### src/rtl/uart_block_serializer.sv
// Buffers wide result blocks in a circular FIFO and feeds them to uart_transmit
// one byte at a time, least-significant byte first, using its trigger/busy handshake.
module uart_block_serializer #(
    parameter int REGISTER_SIZE = 32,
    parameter int DEPTH         = 64
) (
    input  logic                     clk_in,
    input  logic                     rst_in,
    input  logic [REGISTER_SIZE-1:0] block_in,
    input  logic                     valid_in,
    input  logic                     final_in,
    input  logic                     tx_busy_in,
    output logic [7:0]               byte_out,
    output logic                     trigger_out,
    output logic                     ready_out,
    output logic                     overflow_out,
    output logic                     done_out
);

    localparam int BYTES = REGISTER_SIZE / 8;
    localparam int PTR_W = (DEPTH > 1) ? $clog2(DEPTH) : 1;
    localparam int IDX_W = (BYTES > 1) ? $clog2(BYTES) : 1;
    localparam int CNT_W = PTR_W + 1;
    localparam logic [CNT_W-1:0] DEPTH_C  = CNT_W'(DEPTH);
    localparam logic [IDX_W-1:0] LAST_IDX = IDX_W'(BYTES - 1);

    typedef enum logic [1:0] {
        IDLE       = 2'd0,
        SEND       = 2'd1,
        WAIT_START = 2'd2,
        WAIT_DONE  = 2'd3
    } state_t;

    logic [REGISTER_SIZE:0]   mem_r [DEPTH];
    logic [PTR_W-1:0]         wr_ptr_r;
    logic [PTR_W-1:0]         rd_ptr_r;
    logic [CNT_W-1:0]         count_r;
    logic [CNT_W-1:0]         count_nx_s;
    logic                     ready_r;
    logic                     overflow_r;

    state_t                   state_r;
    state_t                   state_nx_s;
    logic [REGISTER_SIZE-1:0] sh_r;
    logic [REGISTER_SIZE-1:0] sh_nx_s;
    logic [IDX_W-1:0]         idx_r;
    logic [IDX_W-1:0]         idx_nx_s;
    logic                     fin_r;
    logic                     fin_nx_s;
    logic [7:0]               byte_r;
    logic [7:0]               byte_nx_s;
    logic                     trigger_r;
    logic                     trigger_nx_s;
    logic                     done_r;
    logic                     done_nx_s;

    logic                     pop_s;
    logic                     push_s;
    logic                     drop_s;
    logic [REGISTER_SIZE:0]   head_s;

    // A pop frees a slot in the same cycle, so a full FIFO still accepts a write then.
    assign pop_s  = (state_r == IDLE) && (count_r != '0);
    assign push_s = valid_in && ((count_r != DEPTH_C) || pop_s);
    assign drop_s = valid_in && !push_s;
    assign head_s = mem_r[rd_ptr_r];

    // Occupancy update from the push/pop pair
    always_comb begin
        count_nx_s = count_r;
        case ({push_s, pop_s})
            2'b10:   count_nx_s = count_r + CNT_W'(1);
            2'b01:   count_nx_s = count_r - CNT_W'(1);
            default: count_nx_s = count_r;
        endcase
    end

    // Block storage: entry holds the final flag above the block data
    always_ff @(posedge clk_in) begin
        if (push_s) begin
            mem_r[wr_ptr_r] <= {final_in, block_in};
        end
    end

    // FIFO pointers, occupancy, registered ready and sticky overflow
    always_ff @(posedge clk_in or posedge rst_in) begin
        if (rst_in) begin
            wr_ptr_r   <= '0;
            rd_ptr_r   <= '0;
            count_r    <= '0;
            ready_r    <= 1'b1;
            overflow_r <= 1'b0;
        end else begin
            if (push_s) begin
                wr_ptr_r <= wr_ptr_r + PTR_W'(1);
            end
            if (pop_s) begin
                rd_ptr_r <= rd_ptr_r + PTR_W'(1);
            end
            count_r <= count_nx_s;
            ready_r <= (count_nx_s != DEPTH_C);
            if (drop_s) begin
                overflow_r <= 1'b1;
            end
        end
    end

    // Byte sequencer: next state and next registered outputs
    always_comb begin
        state_nx_s   = state_r;
        sh_nx_s      = sh_r;
        idx_nx_s     = idx_r;
        fin_nx_s     = fin_r;
        byte_nx_s    = byte_r;
        trigger_nx_s = 1'b0;
        done_nx_s    = 1'b0;
        case (state_r)
            IDLE: begin
                if (pop_s) begin
                    sh_nx_s    = head_s[REGISTER_SIZE-1:0];
                    fin_nx_s   = head_s[REGISTER_SIZE];
                    idx_nx_s   = '0;
                    state_nx_s = SEND;
                end else begin
                    state_nx_s = IDLE;
                end
            end
            SEND: begin
                if (!tx_busy_in) begin
                    trigger_nx_s = 1'b1;
                    byte_nx_s    = sh_r[7:0];
                    state_nx_s   = WAIT_START;
                end else begin
                    state_nx_s = SEND;
                end
            end
            WAIT_START: begin
                if (tx_busy_in) begin
                    state_nx_s = WAIT_DONE;
                end else begin
                    state_nx_s = WAIT_START;
                end
            end
            WAIT_DONE: begin
                if (!tx_busy_in) begin
                    if (idx_r == LAST_IDX) begin
                        done_nx_s  = fin_r;
                        state_nx_s = IDLE;
                    end else begin
                        sh_nx_s    = sh_r >> 4'd8;
                        idx_nx_s   = idx_r + IDX_W'(1);
                        state_nx_s = SEND;
                    end
                end else begin
                    state_nx_s = WAIT_DONE;
                end
            end
            default: begin
                state_nx_s = IDLE;
            end
        endcase
    end

    // Sequencer state and output registers
    always_ff @(posedge clk_in or posedge rst_in) begin
        if (rst_in) begin
            state_r   <= IDLE;
            sh_r      <= '0;
            idx_r     <= '0;
            fin_r     <= 1'b0;
            byte_r    <= 8'h00;
            trigger_r <= 1'b0;
            done_r    <= 1'b0;
        end else begin
            state_r   <= state_nx_s;
            sh_r      <= sh_nx_s;
            idx_r     <= idx_nx_s;
            fin_r     <= fin_nx_s;
            byte_r    <= byte_nx_s;
            trigger_r <= trigger_nx_s;
            done_r    <= done_nx_s;
        end
    end

    assign byte_out     = byte_r;
    assign trigger_out  = trigger_r;
    assign ready_out    = ready_r;
    assign overflow_out = overflow_r;
    assign done_out     = done_r;

endmodule

### config.mk
export PLATFORM = sky130hd
export DESIGN_NAME = uart_block_serializer
export DESIGN_NICKNAME = d
export VERILOG_FILES = /design/src/rtl/uart_block_serializer.sv
export SDC_FILE = /design/constraint.sdc
export NUM_CORES = 2
export LEC_CHECK = 0
export BUFFER_PORTS_ARGS = -buffer_cell sky130_fd_sc_hd__buf_2
export CORE_ASPECT_RATIO = 2
export CORE_MARGIN = 5
export CORE_UTILIZATION = 38
export CTS_BUF_LIST = sky130_fd_sc_hd__clkbuf_4
export DETAILED_ROUTE_END_ITERATION = 7
export SETUP_SLACK_MARGIN = 0.3
export SLEW_MARGIN = 20
export SYNTH_ARGS = -nofsm -noshare
export SYNTH_HDL_FRONTEND = slang
export SYNTH_SLANG_ARGS = --single-unit
### constraint.sdc
create_clock -name clk_in -period 3.51 [get_ports clk_in]
set_input_delay 0.702 -clock clk_in [delete_from_list [all_inputs] [get_ports clk_in]]
set_output_delay 0.702 -clock clk_in [all_outputs]
set_load 0.005 [all_outputs]
* Word level (Yosys, flattened, before mapping)
Memories as Yosys holds them, arrays and structs flattened.
Cells that the tools add are included.
** Storage, ports and cells
- Memories :: 1
- Memory bits (writable) :: 2112
- Bits in registers :: 68
- Output and inout bits :: 12
** Memories
- mem_r :: depth 64, width 33, rd ports 1, clocked after Yosys merged registers in 0, wr ports 1, line 34 : logic [REGISTER_SIZE:0] mem_r [DEPTH];
** Cells by class
- Reductions and logical operators :: 11
- Add/sub/neg operators :: 5
- Mux-type cells :: 22
- Bitwise operators :: 1
- Eq/ne operators :: 11
** Operators by type and width (count)
- $mux W32 :: 3
- $pmux W32 S2 :: 1
- $ne A7 B7 Y1 const B :: 2
- $pmux W7 S2 :: 1
- $add A6 B1 Y6 const B :: 2
- $mux W1 :: 10
- $mux W2 :: 5
- $eq A2 B2 Y1 const B :: 4
- $pmux W2 S4 :: 1
- $add A7 B1 Y7 const B :: 1
- $reduce_bool A7 Y1 :: 1
- $sub A7 B1 Y7 const B :: 1
- $ne A2 B2 Y1 const B :: 3
- $eq A2 B1 Y1 const B :: 2
- $pmux W2 S2 :: 1
- $reduce_and A2 Y1 :: 2
- $reduce_and A4 Y1 :: 1
- $logic_and A1 B1 Y1 :: 3
- $add A2 B1 Y2 const B :: 1
- $logic_not A2 Y1 :: 1
- $reduce_bool A2 Y1 :: 1
- $logic_not A1 Y1 :: 1
- $logic_or A1 B1 Y1 :: 1
- $not A1 Y1 :: 1

* Depth between registers and ports, before layout
- Depth after elaboration :: 7
- Depth in mapped cells :: 14

* Worst setup path before layout
No wires, ideal clock.
- Kind :: register to register
- Start point :: reg state_r[1]
- End point :: mem mem_r[63][0] in the netlist's numbering, enable pin
- Library setup time :: 423 ps
- Clock period less this slack :: 3558 ps
- Data required time :: 3087 ps
- Cell stages (with the launch flop) :: 8
- Data arrival time :: 3134 ps
- Setup slack :: -48 ps
- Cells stage by stage :: dfrtp_1 clkbuf_1 or2_2 a31oi_1 and2_1 nand3_1 clkbuf_1 nor2_1
** Between the ends
- Cells in the longest elaborated chain, start to end :: 6
** RTL lines
- start, declared :: line 42 : state_t state_r;
- start signal, assigned :: line 175 : state_r <= state_nx_s;
- $logic_not A2 Y1 :: line 63 : assign pop_s = (state_r == IDLE) && (count_r != '0);
- $logic_and A1 B1 Y1 :: line 63
- $logic_or A1 B1 Y1 :: line 64 : assign push_s = valid_in && ((count_r != DEPTH_C) || pop_s);
- $logic_and A1 B1 Y1 :: line 64
- $mux W1 :: line 80 : if (push_s) begin
- $mux W1 (not written as such) :: line 81 : mem_r[wr_ptr_r] <= {final_in, block_in};
- end, declared :: line 34
No other way between the ends.

* Worst setup path in the final report
- Start point :: reg rd_ptr_r[4]
- End point :: reg sh_r[26]
** Between the ends
- Cells in the longest elaborated chain, start to end :: 3
** RTL lines
- start, declared :: line 36 : logic [PTR_W-1:0] rd_ptr_r;
- start signal, assigned :: line 98 : rd_ptr_r <= rd_ptr_r + PTR_W'(1);
- $mem_v2 Z64 W33
- $mux W32 :: line 119 : if (pop_s) begin
- $pmux W32 S2 :: line 117 : case (state_r)
- end signal, assigned :: line 176 : sh_r <= sh_nx_s;
- end, declared :: line 44 : logic [REGISTER_SIZE-1:0] sh_r;
No other way between the ends. The select of a mux whose other input is x is not followed.
A chain may end at the register's enable or synchronous reset.

==> flow_summary.json <==
{
  "wl_per_cell_um": 31.8,
  "critPathKind": "reg2reg",
  "die_w_um": 343,
  "synth_top_area_share_pct": 75.3,
  "cts-root-buf": "clkbuf_4",
  "antenna_left": 0,
  "status": "complete, no violations",
  "reg2reg_depth": 7,
  "p_int_mw": 48.0,
  "synth_seq_area_share_pct": 77.3,
  "synth_area_leader_cell": "edfxtp_1",
  "synth-seq-cells": 2180,
  "synth.distinct_cells": 73,
  "multiInputGateArea_um2": 18300,
  "synthFlopType": "edfxtp_1",
  "yosysMostFrequentCell": "edfxtp_1",
  "dp_cells": 6924,
  "port-buffer-count": 48,
  "finalSetupViolCount": 0,
  "power.switching_mw": 23.4,
  "critPathLaunchType": "register",
  "synth_common_cells": "edfxtp_1 (2,112), mux4_2 (492), mux2i_1 (182)",
  "track_usage_pct": 21.1,
  "fmax_mhz": 312,
  "final_cells": 7740,
  "crit_required_ps": 4690,
  "syn_area_um2": 84200,
  "rows": 244,
  "dr.pass1.iters": 8,
  "postPlaceCellArea_um2": 91000,
  "seq_area_um2": 65100,
  "drt_iter0_markers": 4244,
  "hp-class": "in2reg",
  "drc": 0,
  "clock_latency_ps": 1310,
  "htreeDepth": 5,
  "setup_slack_ps": 303,
  "gp_congestion": 0.878,
  "worstMarginPinSlew_ps": 1130,
  "synth_edf_count": 2112,
  "dieArea_um2": 232000,
  "maxCapViolCount": 0,
  "grt_pass1_vias": 45868,
  "clock-sinks": 2180,
  "seqPwrFrac_pct": 42.9,
  "num_io_pins": 49,
  "clockBufferDepth": 4,
  "die_h_um": 676,
  "core-area_um2": 221000,
  "ys_top_cells_by_area": "edfxtp_1 (75%), mux4_2 (13%), mux2i_1 (2.2%)",
  "grt_start_max_net_pins": 65,
  "yosys_warnings": 0,
  "initial_core_util_pct": 38.2,
  "vdd_drop_max_uv": 519,
  "combPwrFrac_pct": 31.5,
  "hold_viol_final": 0,
  "relSlewSlack_pct": 24.5,
  "num_vias": 43856,
  "vias_per_cell": 5.67,
  "drive_gt1_share_pct": 35.1,
  "stdcell_area_um2": 96900,
  "clk_pin_slew_worst_paths_ps": 70,
  "synth_nets": 3849,
  "fin_crit_ps": 3210,
  "dpl.hpwl_mm": 158,
  "power_density_nw_per_um2": 736,
  "power_switching_share_pct": 32.8,
  "finish.net_count": 4495,
  "grt_remaining_overflow": 0,
  "wl_mm": 246,
  "rsz0062_at_grt": "no",
  "finalCritPeriodShare_pct": 91.4,
  "synth_cells": 3803,
  "pwr-share-clk_pct": 25.6,
  "area_delta_synth_final_pct": 15.0,
  "drv_slew": 0,
  "synth.avg_cell_area_um2": 22.1,
  "grt_pass1_wl_mm": 345,
  "grt_antenna_before_repair": 16,
  "nFillCells": 18863,
  "numCtsBuffers": 450,
  "tns_ps": 0,
  "synthArstFlopShare_pct": 3.12,
  "place_ws_ps": 27.9,
  "crit_fanout": 17,
  "power.leakage_nw": 30.9,
  "worstPathArrival_ps": 4390,
  "fin_skew_ps": 158,
  "final_util_pct": 43.9,
  "hold_path_depth": 1,
  "cts_tree": "done",
  "cp-end-kind": "register"
}
[per-stage QoR]
step                      power, mW  hold WS [ps]
after floorplan                44.3           453
after detailed placement       53.6           475
after global routing           74.1         -8.69
after global placement         53.5           476
final                          71.3          9.95
after CTS                      71.9          12.6
[sequential cells by signal (all words and copies together), names as in the netlist]
name and cells:
done_out 1, ready_out 1, state_r 2, idx_r 2, overflow_out 1, trigger_out 1
fin_r 1, rd_ptr_r 6, wr_ptr_r 6, byte_out 8, count_r 7, mem_r 2112
sh_r 32
[cells in the final DEF (no fill, tap or decap), drive strengths merged, types with 32 or more instances in the layout]
cell type,count
edfxtp,2112
clkbuf,638
mux4,508
buf,382
mux2i,182
clkinv,134
nor2,119
nand2,79
dfrtp,67
o22ai,48
a21oi,46
nand3,32
a22oi,32
nor3,32
[area by class of cell]
class                           count  area share [%]
Clock buffer                      638            4.94
Clock inverter                    145           0.767
Tap cell                         2952            3.81
Inverter                           12          0.0478
Timing Repair Buffer              401            4.29
Antenna cell                        8          0.0207
Sequential cell                  2180            67.2
Multi-Input combinational cell   1404            18.9
[worst paths after layout]
check | startpoint | to | slack, ps
max in group asynchronous | rst_in | ready_out | 2190
hold reg to reg | overflow_out | overflow_out | 480
setup reg to reg | rd_ptr_r[4] | sh_r[26] | 300
setup / recovery | rd_ptr_r[4] | sh_r[26] | 300
min in group asynchronous | rst_in | sh_r[10] | 560
hold / removal | block_in[1] | mem_r[30][1] | 10
[logic make-up after synthesis]
family | after synthesis | share of synthesized area [%]
xor gates and xnor gates | 11 | 0.114
AOI/OAI and AO/OA | 319 | 2.74
muxes | 708 | 16.1
DFF | 2180 | 77.3
and+or+nand+nor | 357 | 2.02
buffers and inverters | 219 | 1.60
adders and majority gates | 9 | 0.143
[power by group through the flow]
stage	combinational [mW]	clock [mW]	sequential [mW]
6_report	22.5	18.3	30.6
5_1_grt	23.4	20.0	30.6
4_1_cts	22.5	18.8	30.6
3_5_place_dp	22.4	0	31.2
3_3_place_gp	22.3	0	31.2
2_1_floorplan	13.7	0	30.7
[layer usage]
metal  track usage [%]  up-vias  part of all wire, %
li1                  -    17734                    -
met1              22.6    23447                   32
met2              39.1     2048                   55
met3              3.04      623                  5.9
met4              12.7        4                  7.1
met5                 0        -               0.0085
[critical path: stages, from the launching register on]
cell       delay, ps
dfrtp_2          600
buf_12           300
nor2b_2          660
buf_4            380
a221oi_1         130
a2111oi_0        840
a21oi_1           80
nand2_1          110
[what timing repair did]
item	in CTS	in global routing
hold buffers	17	2
resized for setup	3	3
pin swaps	0	0
endpoints found under the setup margin	6	4
buffers inserted	1	4
hold endpoints to repair	394	22
(Power assumes the default switching activity.)
